File: config.mk
export PLATFORM = sky130hd
export DESIGN_NAME = tl_c_insight_tracer
export DESIGN_NICKNAME = d
export VERILOG_FILES = /design/src/rtl/tl_c_insight_tracer.sv
export SDC_FILE = /design/constraint.sdc
export NUM_CORES = 1
export LEC_CHECK = 0
export ABC_AREA = 0
export BUFFER_PORTS_ARGS = -buffer_cell sky130_fd_sc_hd__clkbuf_2
export CORE_UTILIZATION = 66
export CTS_CLUSTER_DIAMETER = 80
export DETAILED_ROUTE_END_ITERATION = 16
export GPL_TIMING_DRIVEN = 0
export HOLD_SLACK_MARGIN = 0.05
export PLACE_DENSITY = 0.9
export SYNTH_ARGS = -nofsm -noshare
export SYNTH_HDL_FRONTEND = slang
export SYNTH_SLANG_ARGS = --single-unit
File: constraint.sdc
create_clock -name clock -period 8 [get_ports clock]
set_input_delay 1.6 -clock clock [delete_from_list [all_inputs] [get_ports clock]]
set_output_delay 1.6 -clock clock [all_outputs]
set_load 0.005 [all_outputs]
File: src/rtl/tl_c_insight_tracer.sv
// Passive TileLink C-channel monitor: assembles beats into records and queues them in a trace FIFO.
// Optional first-beat timestamp capture is enabled by defining TL_C_INSIGHT_TS_EN.
module tl_c_insight_tracer #(
    parameter int unsigned DATA_W   = 64,
    parameter int unsigned ADDR_W   = 32,
    parameter int unsigned SOURCE_W = 3,
    parameter int unsigned SIZE_W   = 4,
    parameter int unsigned DEPTH    = 8,
    parameter int unsigned CNT_W    = 16,
    parameter int unsigned TS_W     = 32
) (
    input  logic                clock,
    input  logic                reset_n,
    input  logic                c_valid,
    input  logic                c_ready,
    input  logic [2:0]          c_opcode,
    input  logic [2:0]          c_param,
    input  logic [SIZE_W-1:0]   c_size,
    input  logic [SOURCE_W-1:0] c_source,
    input  logic [ADDR_W-1:0]   c_address,
    input  logic                c_corrupt,
    input  logic                enable,
    input  logic                clear,
    output logic                rec_valid,
    input  logic                rec_ready,
    output logic [2:0]          rec_opcode,
    output logic [2:0]          rec_param,
    output logic [SIZE_W-1:0]   rec_size,
    output logic [SOURCE_W-1:0] rec_source,
    output logic [ADDR_W-1:0]   rec_address,
    output logic                rec_corrupt,
    output logic [TS_W-1:0]     rec_ts,
    output logic [CNT_W-1:0]    drop_count,
    output logic                overflow,
    output logic                proto_err
);

    localparam int unsigned BEAT_LOG2 = $clog2(DATA_W / 8);
    localparam int unsigned REM_W     = 1 << SIZE_W;
    localparam int unsigned PTR_W     = $clog2(DEPTH);
    localparam int unsigned CW        = PTR_W + 1;

    typedef struct packed {
        logic [2:0]          opcode;
        logic [2:0]          param;
        logic [SIZE_W-1:0]   size;
        logic [SOURCE_W-1:0] source;
        logic [ADDR_W-1:0]   address;
        logic                corrupt;
`ifdef TL_C_INSIGHT_TS_EN
        logic [TS_W-1:0]     ts;
`endif
    } rec_t;

    typedef enum logic [1:0] {IDLE, BURST, EMIT} state_t;

    state_t           state, state_nxt;
    rec_t             beat, hdr;
    logic             cap;
    logic [REM_W-1:0] remaining, first_rem;
    logic             fire, first_beat, multi, hdr_diff, push;

    rec_t             mem [DEPTH];
    logic [PTR_W-1:0] wr_ptr, rd_ptr;
    logic [CW-1:0]    count;
    logic             pop, do_push, drop;

`ifdef TL_C_INSIGHT_TS_EN
    logic [TS_W-1:0] ts_cnt;

    always_ff @(posedge clock or negedge reset_n) begin
        if (!reset_n) ts_cnt <= '0;
        else          ts_cnt <= ts_cnt + TS_W'(1);
    end
`endif

    always_comb begin
        beat         = '0;
        beat.opcode  = c_opcode;
        beat.param   = c_param;
        beat.size    = c_size;
        beat.source  = c_source;
        beat.address = c_address;
        beat.corrupt = c_corrupt;
`ifdef TL_C_INSIGHT_TS_EN
        beat.ts      = ts_cnt;
`endif
    end

    assign fire       = c_valid & c_ready;
    // A fire in EMIT is a new message's first beat, so only BURST consumes continuation beats.
    assign first_beat = fire && (state != BURST);
    assign multi      = c_opcode[0] && (c_size > SIZE_W'(BEAT_LOG2));
    assign first_rem  = (REM_W'(1) << (c_size - SIZE_W'(BEAT_LOG2))) - REM_W'(1);
    assign hdr_diff   = (c_opcode != hdr.opcode) || (c_param != hdr.param) ||
                        (c_size != hdr.size) || (c_source != hdr.source) ||
                        (c_address != hdr.address);
    assign push       = (state == EMIT) && cap;

    always_comb begin
        state_nxt = state;
        case (state)
            IDLE, EMIT: begin
                if (first_beat) state_nxt = multi ? BURST : EMIT;
                else            state_nxt = IDLE;
            end
            BURST: begin
                if (fire && (remaining == REM_W'(1))) state_nxt = EMIT;
            end
            default: state_nxt = IDLE;
        endcase
    end

    always_ff @(posedge clock or negedge reset_n) begin
        if (!reset_n) begin
            state     <= IDLE;
            hdr       <= '0;
            cap       <= 1'b0;
            remaining <= '0;
        end else begin
            state <= state_nxt;
            if (first_beat) begin
                hdr       <= beat;
                cap       <= enable;
                remaining <= first_rem;
            end else if ((state == BURST) && fire) begin
                remaining   <= remaining - REM_W'(1);
                hdr.corrupt <= hdr.corrupt | c_corrupt;
            end
        end
    end

    always_comb begin
        pop     = (count != '0) && rec_ready;
        do_push = push && ((count != CW'(DEPTH)) || pop);
        drop    = push && !do_push;
    end

    always_ff @(posedge clock or negedge reset_n) begin
        if (!reset_n) begin
            for (int unsigned i = 0; i < DEPTH; i++) mem[i] <= '0;
            wr_ptr     <= '0;
            rd_ptr     <= '0;
            count      <= '0;
            drop_count <= '0;
            overflow   <= 1'b0;
            proto_err  <= 1'b0;
        end else if (clear) begin
            wr_ptr     <= '0;
            rd_ptr     <= '0;
            count      <= '0;
            drop_count <= '0;
            overflow   <= 1'b0;
            proto_err  <= 1'b0;
        end else begin
            if (do_push) begin
                mem[wr_ptr] <= hdr;
                wr_ptr      <= wr_ptr + PTR_W'(1);
            end
            if (pop) rd_ptr <= rd_ptr + PTR_W'(1);
            if (do_push && !pop)      count <= count + CW'(1);
            else if (!do_push && pop) count <= count - CW'(1);
            if (drop) begin
                overflow <= 1'b1;
                if (drop_count != '1) drop_count <= drop_count + CNT_W'(1);
            end
            if ((state == BURST) && fire && hdr_diff) proto_err <= 1'b1;
        end
    end

    assign rec_valid   = (count != '0);
    assign rec_opcode  = mem[rd_ptr].opcode;
    assign rec_param   = mem[rd_ptr].param;
    assign rec_size    = mem[rd_ptr].size;
    assign rec_source  = mem[rd_ptr].source;
    assign rec_address = mem[rd_ptr].address;
    assign rec_corrupt = mem[rd_ptr].corrupt;
`ifdef TL_C_INSIGHT_TS_EN
    assign rec_ts      = mem[rd_ptr].ts;
`else
    assign rec_ts      = '0;
`endif

endmodule

==> results.json, run 1 <==
{
  "clk_pin_slew_ps": 70,
  "max_slew.worst_pin.slew_ps": 1230,
  "fraction_of_post_synthesis_cell_area_in_the_top_cell_type_by_area_pct": 52.2,
  "initial_core_util_pct": 67.6,
  "synth_enable_flop_cells": 0,
  "detail_route.wl_per_cell_um": 24.8,
  "synthSimpleGateAreaFrac_pct": 8.80,
  "top_level_ports": 150,
  "crit_path_max_fanout": 10,
  "synth-async-reset-ratio_pct": 100,
  "synth-warning-count": 0,
  "multiInputGateArea_um2": 9700,
  "postLayoutCellArea_um2": 25000,
  "run_status": "complete, no violations",
  "placeableCoreArea_um2": 32700,
  "cts_resized": 0,
  "gr-usage-all-layers_pct": 36.3,
  "post-place-cells": 2313,
  "slew-limit-headroom_pct": 17.8,
  "post_layout_nonfiller_instances": 2401,
  "synth_xor_xnor_area_share_pct": 2.77,
  "fmax_mhz": 208,
  "cap_violations": 0,
  "n_fill_cell": 1779,
  "yosys_register_bits": 461,
  "synth_seq_area_share_pct": 52.2,
  "power_density_nw_per_um2": 258,
  "worst_r2r_path_cells": 6,
  "setup_viol": 0,
  "rows": 66,
  "r2r_setup_slack_ps": 4950,
  "synth_top_family_by_area": "multiplexers",
  "die-area_um2": 34200,
  "final-hold-violation-count": 0,
  "gp_congestion": 0.938,
  "holdCritPathClass": "register to register",
  "dp_hpwl_um": 36900,
  "cts_sinks": 461,
  "regToRegStartpoint": "state[0]",
  "synthesis.instances": 1720,
  "yosys-top-cells-area": "sky130_fd_sc_hd__dfrtp_1 (52%), sky130_fd_sc_hd__mux2_2 (16%), sky130_fd_sc_hd__mux4_2 (9.4%)",
  "drtAntennaViolNets": 0,
  "totalWireLength_um": 59500,
  "cts.htree.levels": 2,
  "syn_area_per_cell_um2": 12.8,
  "post-cts-setup-buffer-count": 0,
  "drtIter0Drc": 1891,
  "vias": 15500,
  "yosysTopAreaCell": "sky130_fd_sc_hd__dfrtp_1",
  "sequential_cell_area_um2": 11500,
  "grt_start_max_net_pins": 121,
  "clk_latency_ps": 570,
  "drt_first_pass_iters": 5,
  "arithmetic_cell_share_of_the_synthesized_area_counting_full_adders_half_adders_and_majority_gates_pct": 0.827,
  "rsz_0062_raised_after_global_routing": "false",
  "netlist-cell-type-count": 65,
  "timing.hold.worst.start": "mem[37]",
  "finalCriticalPeriod_ps": 4810,
  "die_w_um": 185,
  "final_nets": 1987,
  "worst_path_largest_cell_delay_ps": 680,
  "die_h_um": 185,
  "criticalPathCategory": "register to output port",
  "synthesis.area_um2": 22100,
  "maxSlewViolCount": 0,
  "whs_path_depth": 1,
  "muxShareOfSynthArea_pct": 28.5,
  "synth_compound_area_share_pct": 2.45,
  "worstPathArrival_ps": 3210,
  "yosys.cell_count.top_type": "sky130_fd_sc_hd__dfrtp_1",
  "cts_max_path_buffers": 3,
  "slowest_stage": "sky130_fd_sc_hd__clkbuf_1",
  "leakage_nw": 12.4,
  "vias_in_the_first_global_route": 16300,
  "area_growth_from_synthesis_to_layout_pct": 13.0,
  "min_delay_worst_endpoint": "mem[37]",
  "drc": 0,
  "worst_clk_skew_ps": 17.2,
  "cp_cell_sequence": "clkbuf_1, buf_2, mux4_2, nand2_1, nand2_1, clkbuf_2",
  "final_layout_size_suffix_gt1_share_pct": 35.0,
  "worst_setup_end_kind": "output port",
  "crit_top_cell": "sky130_fd_sc_hd__nand2_1",
  "global_route_wire_length_before_repair_um": 92700,
  "cts_hold_repair.buffers": 0,
  "critical_path_required_ps": 6400,
  "cts_tree": "done",
  "clockRootBuffer": "sky130_fd_sc_hd__clkbuf_16",
  "io_buffers": 116,
  "cts_inserted_buffers": 47,
  "ir_worst_vdd_mv": 0.156,
  "synth_ff_type": "sky130_fd_sc_hd__dfrtp_1",
  "regToRegEndpoint": "mem[237]",
  "routed_via_density": 6.46,
  "netlist_top_cells_count": "sky130_fd_sc_hd__dfrtp_1 (461), sky130_fd_sc_hd__mux2_2 (316), sky130_fd_sc_hd__nand2_1 (293)",
  "placement.cell_area_um2": 23500,
  "setup.worst_path.start_class": "register",
  "grt_antenna_before_repair": 3,
  "global_route.overflow_total": 0,
  "portion_of_the_clock_cycle_consumed_by_the_worst_path_in_the_final_layout_pct": 60.1
}
## cell usage in the layout (no fill, tap or decap), drive strengths merged, types with 14 or more instances in the layout
cell type | synthesis | layout
inv | 13 | 14
conb | 1 | 32
a21oi | 18 | 18
mux4 | 92 | 92
buf | 97 | 101
xor2 | 49 | 49
o21ai | 22 | 22
nand3 | 18 | 18
dfrtp | 461 | 461
nand2 | 294 | 294
mux2 | 370 | 370
nor4 | 25 | 25
nor2 | 48 | 48
xnor2 | 20 | 20
clkbuf | 75 | 263
## sequential cells by signal, summed over array words and instances (netlist names)
signal,flops
mem,368
hdr,46
drop_count,16
remaining,16
count,4
rd_ptr,3
wr_ptr,3
state,2
cap,1
overflow,1
proto_err,1
## cell families (layout without fill, tap and decap cells)
group,after synthesis,in the layout
buffers and inverters,186,391
muxes,468,468
adders and majority gates,14,14
AOI/OAI and AO/OA,81,81
xor gates and xnor gates,69,69
other,1,35
and+or+nand+nor,440,440
DFF,461,461
## metal layers
metal,routed length [um],vias to the layer above,GRT usage [%],part of all wire [%]
met1,22200,7859,46.8,37
met2,28400,1008,56.7,48
met5,0,-,0,0
met3,5590,277,8.75,9.4
li1,-,6360,-,-
met4,3330,0,20.8,5.6
## cell type report
class / instances / area share (%)
well taps: 442 / 2.21
multi-input cells: 1104 / 38.8
diodes: 3 / 0.0301
clock inverters: 13 / 0.446
clock buffers: 72 / 5.57
plain buffers: 172 / 3.68
flip-flops and latches: 461 / 46.2
inverters: 14 / 0.210
repair buffers: 120 / 2.80
## how the worst max path moves through the flow
stage / startpoint / cells past startpoint / to / slack, ps
finish: rd_ptr[0] / 6 / rec_address[0] / 3190
global route: rd_ptr[0] / 6 / rec_address[0] / 3110
CTS: rd_ptr[0] / 6 / rec_address[0] / 3230
detailed placement: rd_ptr[0] / 6 / rec_address[0] / 3940
global placement: reset_n / 1 / mem[153] / -4530
floorplan: c_size[2] / 10 / remaining[8] / 4580
## worst max-delay path: cells and delay by family, from the launching register on
family	cells	cell delay [ps]
DFF	1	420
buffers and inverters	3	1370
and+or+nand+nor	2	280
muxes	1	570
## through the flow
stage / total power, W / setup slack, ps / util (%) / setup TNS [ps] / hold slack (ps)
after CTS: 0.00640 / 3230 / 76.3 / 0 / 490
after floorplan: 0.00367 / 4580 / - / 0 / 439
after detailed placement: 0.00423 / 3940 / 71.7 / 0 / 473
after global placement: 0.00413 / -4530 / 71.4 / -2060120 / 453
after global routing: 0.00668 / 3110 / 76.3 / 0 / 504
final: 0.00645 / 3190 / 76.4 / 0 / 493
## report_power, final
part,leakage (nW),total [W],internal (W),switching (W)
clock,0.741,0.00216,0.00123,0.000928
sequential,6.31,0.00268,0.00254,0.000132
combinational,5.38,0.00162,0.000550,0.00107
total,12.4,0.00645,0.00433,0.00213
(Power assumes the default switching activity.)
==> run 2, diff against run 1 <==
--- a/config.mk
+++ b/config.mk
@@ -7,12 +7,12 @@
 export LEC_CHECK = 0
 export ABC_AREA = 0
 export BUFFER_PORTS_ARGS = -buffer_cell sky130_fd_sc_hd__clkbuf_2
-export CORE_UTILIZATION = 66
+export CORE_UTILIZATION = 55
 export CTS_CLUSTER_DIAMETER = 80
 export DETAILED_ROUTE_END_ITERATION = 16
 export GPL_TIMING_DRIVEN = 0
 export HOLD_SLACK_MARGIN = 0.05
-export PLACE_DENSITY = 0.9
+export PLACE_DENSITY = 0.8
 export SYNTH_ARGS = -nofsm -noshare
 export SYNTH_HDL_FRONTEND = slang
 export SYNTH_SLANG_ARGS = --single-unit
==> constraint.sdc (replaced) <==
create_clock -name clock -period 4.06 [get_ports clock]
set_input_delay 0.812 -clock clock [delete_from_list [all_inputs] [get_ports clock]]
set_output_delay 0.812 -clock clock [all_outputs]
set_load 0.005 [all_outputs]
==> results.json, run 2 (same netlist as run 1, synthesis figures left out) <==
{
  "regToRegStartpoint": "state[0]",
  "setup.worst_path.start_class": "register",
  "detail_route.wl_per_cell_um": 21.9,
  "use_met1_pct": 36.8,
  "global_route.overflow_total": 0,
  "vias_in_the_first_global_route": 15000,
  "cts_hold_repair.buffers": 0,
  "drtIter0Drc": 961,
  "comb_power_share_pct": 23.4,
  "share_seq_of_total_power_pct": 40.2,
  "criticalPathCategory": "register to output port",
  "rsz_0062_raised_after_global_routing": "false",
  "n_fill_cell": 2938,
  "vias": 14500,
  "grt_start_max_net_pins": 110,
  "cts_max_path_buffers": 3,
  "path_buf_inv": 3,
  "netSwitchingFraction_pct": 31.0,
  "use_met2_pct": 43.4,
  "die_h_um": 202,
  "gr-usage-all-layers_pct": 27.3,
  "clk_latency_ps": 570,
  "dp_hpwl_um": 36600,
  "routed_via_density": 5.84,
  "depth_of_the_critical_timing_path_with_buffers_and_inverters_included": 6,
  "top_level_ports": 150,
  "placeableCoreArea_um2": 39600,
  "cts_sinks": 461,
  "final_nets": 1988,
  "worst_clk_skew_ps": 13.9,
  "layout.cells.most_common": "sky130_fd_sc_hd__dfrtp_1",
  "slowest_stage": "sky130_fd_sc_hd__clkbuf_1",
  "placement.cell_area_um2": 23600,
  "post-route-util_pct": 63.8,
  "cts.htree.levels": 2,
  "clock_power_share_pct": 36.4,
  "totalWireLength_um": 54500,
  "final-hold-violation-count": 0,
  "net-switching-power_w": 0.00404,
  "worstPathArrival_ps": 3090,
  "ir_worst_vdd_mv": 0.365,
  "largest-register": "mem",
  "critical_path_required_ps": 3250,
  "cts_resized": 0,
  "worst_r2r_path_cells": 6,
  "cts_tree": "done",
  "fmax_mhz": 256,
  "grt_antenna_before_repair": 3,
  "cap_violations": 0,
  "regToRegEndpoint": "mem[50]",
  "crit_path_max_fanout": 10,
  "largest_register_ffs": 368,
  "drt_first_pass_iters": 5,
  "clockRootBuffer": "sky130_fd_sc_hd__clkbuf_16",
  "io_buffers": 116,
  "area_growth_from_synthesis_to_layout_pct": 14.5,
  "drc": 0,
  "drtAntennaViolNets": 0,
  "run_status": "complete, no violations",
  "die-area_um2": 41000,
  "mostFrequentLayoutCells": "sky130_fd_sc_hd__dfrtp_1 (461), sky130_fd_sc_hd__mux2_2 (316), sky130_fd_sc_hd__nand2_1 (293), sky130_fd_sc_hd__clkbuf_2 (115), sky130_fd_sc_hd__mux4_2 (92)",
  "cp_cell_sequence": "clkbuf_1, clkbuf_1, mux4_2, nand2_1, nand2_1, clkbuf_2",
  "cellInternalPower_w": 0.00901,
  "max_slew.worst_pin.slew_ps": 1230,
  "final_layout_size_suffix_gt1_share_pct": 35.4,
  "worst_path_largest_cell_delay_ps": 750,
  "initial_core_util_pct": 55.7,
  "rows": 73,
  "leakage_nw": 12.5,
  "worst_setup_end_kind": "output port",
  "reg_top3": "mem x368, hdr x46",
  "global_route.usage.met3_pct": 5.08,
  "clk_pin_slew_ps": 60,
  "power_density_nw_per_um2": 516,
  "r2r_setup_slack_ps": 970,
  "gp_congestion": 0.899,
  "post-cts-setup-buffer-count": 0,
  "global_route_wire_length_before_repair_um": 85100,
  "finalCriticalPeriod_ps": 3900,
  "maxSlewViolCount": 0,
  "busiest_grt_layer": "met2",
  "holdCritPathClass": "primary input to async pin",
  "worst_path_dominant_cell_family": "buffers and inverters",
  "postLayoutCellArea_um2": 25300,
  "setup_viol": 0,
  "slew-limit-headroom_pct": 17.7,
  "die_w_um": 202,
  "cts_inserted_buffers": 48,
  "portion_of_the_clock_cycle_consumed_by_the_worst_path_in_the_final_layout_pct": 96.1,
  "final.setup.tns_ps": 0
}
==> run 2: cell type report <==
class	count	area [um2]	share of cell area (%)
sequential	461	11500	45.6
multi-input combinational	1104	9700	38.3
clock buffer	70	1450	5.71
buffer	172	920	3.64
timing repair buffer	120	699	2.77
tap	525	657	2.60
clock inverter	17	282	1.11
inverter	14	52.6	0.208
antenna	1	2.50	0.00989
==> run 2: metal layers <==
metal,wire [um],up-vias
met5,11,-
met4,2160,2
li1,-,6400
met2,26300,501
met3,3330,119
met1,22700,7492
==> run 2: worst register-to-register path: cells and delay by family (launching register included) <==
family,cells,cell delay [ps]
multiplexers,1,390
flip-flops,1,410
AND/OR/NAND/NOR,2,1300
AO/OA/AOI/OAI,1,160
buffers and inverters,2,720
==> run 2: worst max path at each step <==
stage	slack (ps)	start	endpoint
after floorplan	1430	c_size[2]	remaining[8]
after global placement	-7760	reset_n	mem[130]
final	160	rd_ptr[1]	rec_corrupt
after CTS	180	rd_ptr[0]	rec_param[2]
after detailed placement	760	c_size[2]	remaining[8]
after global routing	20	rd_ptr[0]	rec_address[29]
==> run 2: power groups by stage <==
stage	Sequential [W]	Clock [W]	Combinational (W)
after detailed placement	0.00531	0	0.00301
final	0.00525	0.00475	0.00305
after global routing	0.00529	0.00497	0.00334
after CTS	0.00524	0.00479	0.00304
after global placement	0.00530	0	0.00289
after floorplan	0.00525	0	0.00199
==> run 2: stage by stage <==
step                cells  total power [W]  setup WS [ps]  hold slack (ps)
finish               2484           0.0130            159              343
global placement     2392          0.00819          -7760              456
detailed placement   2396          0.00833            765              475
floorplan            1751          0.00723           1430              439
CTS                  2483           0.0131            183              376
global route         2484           0.0136           23.5              403
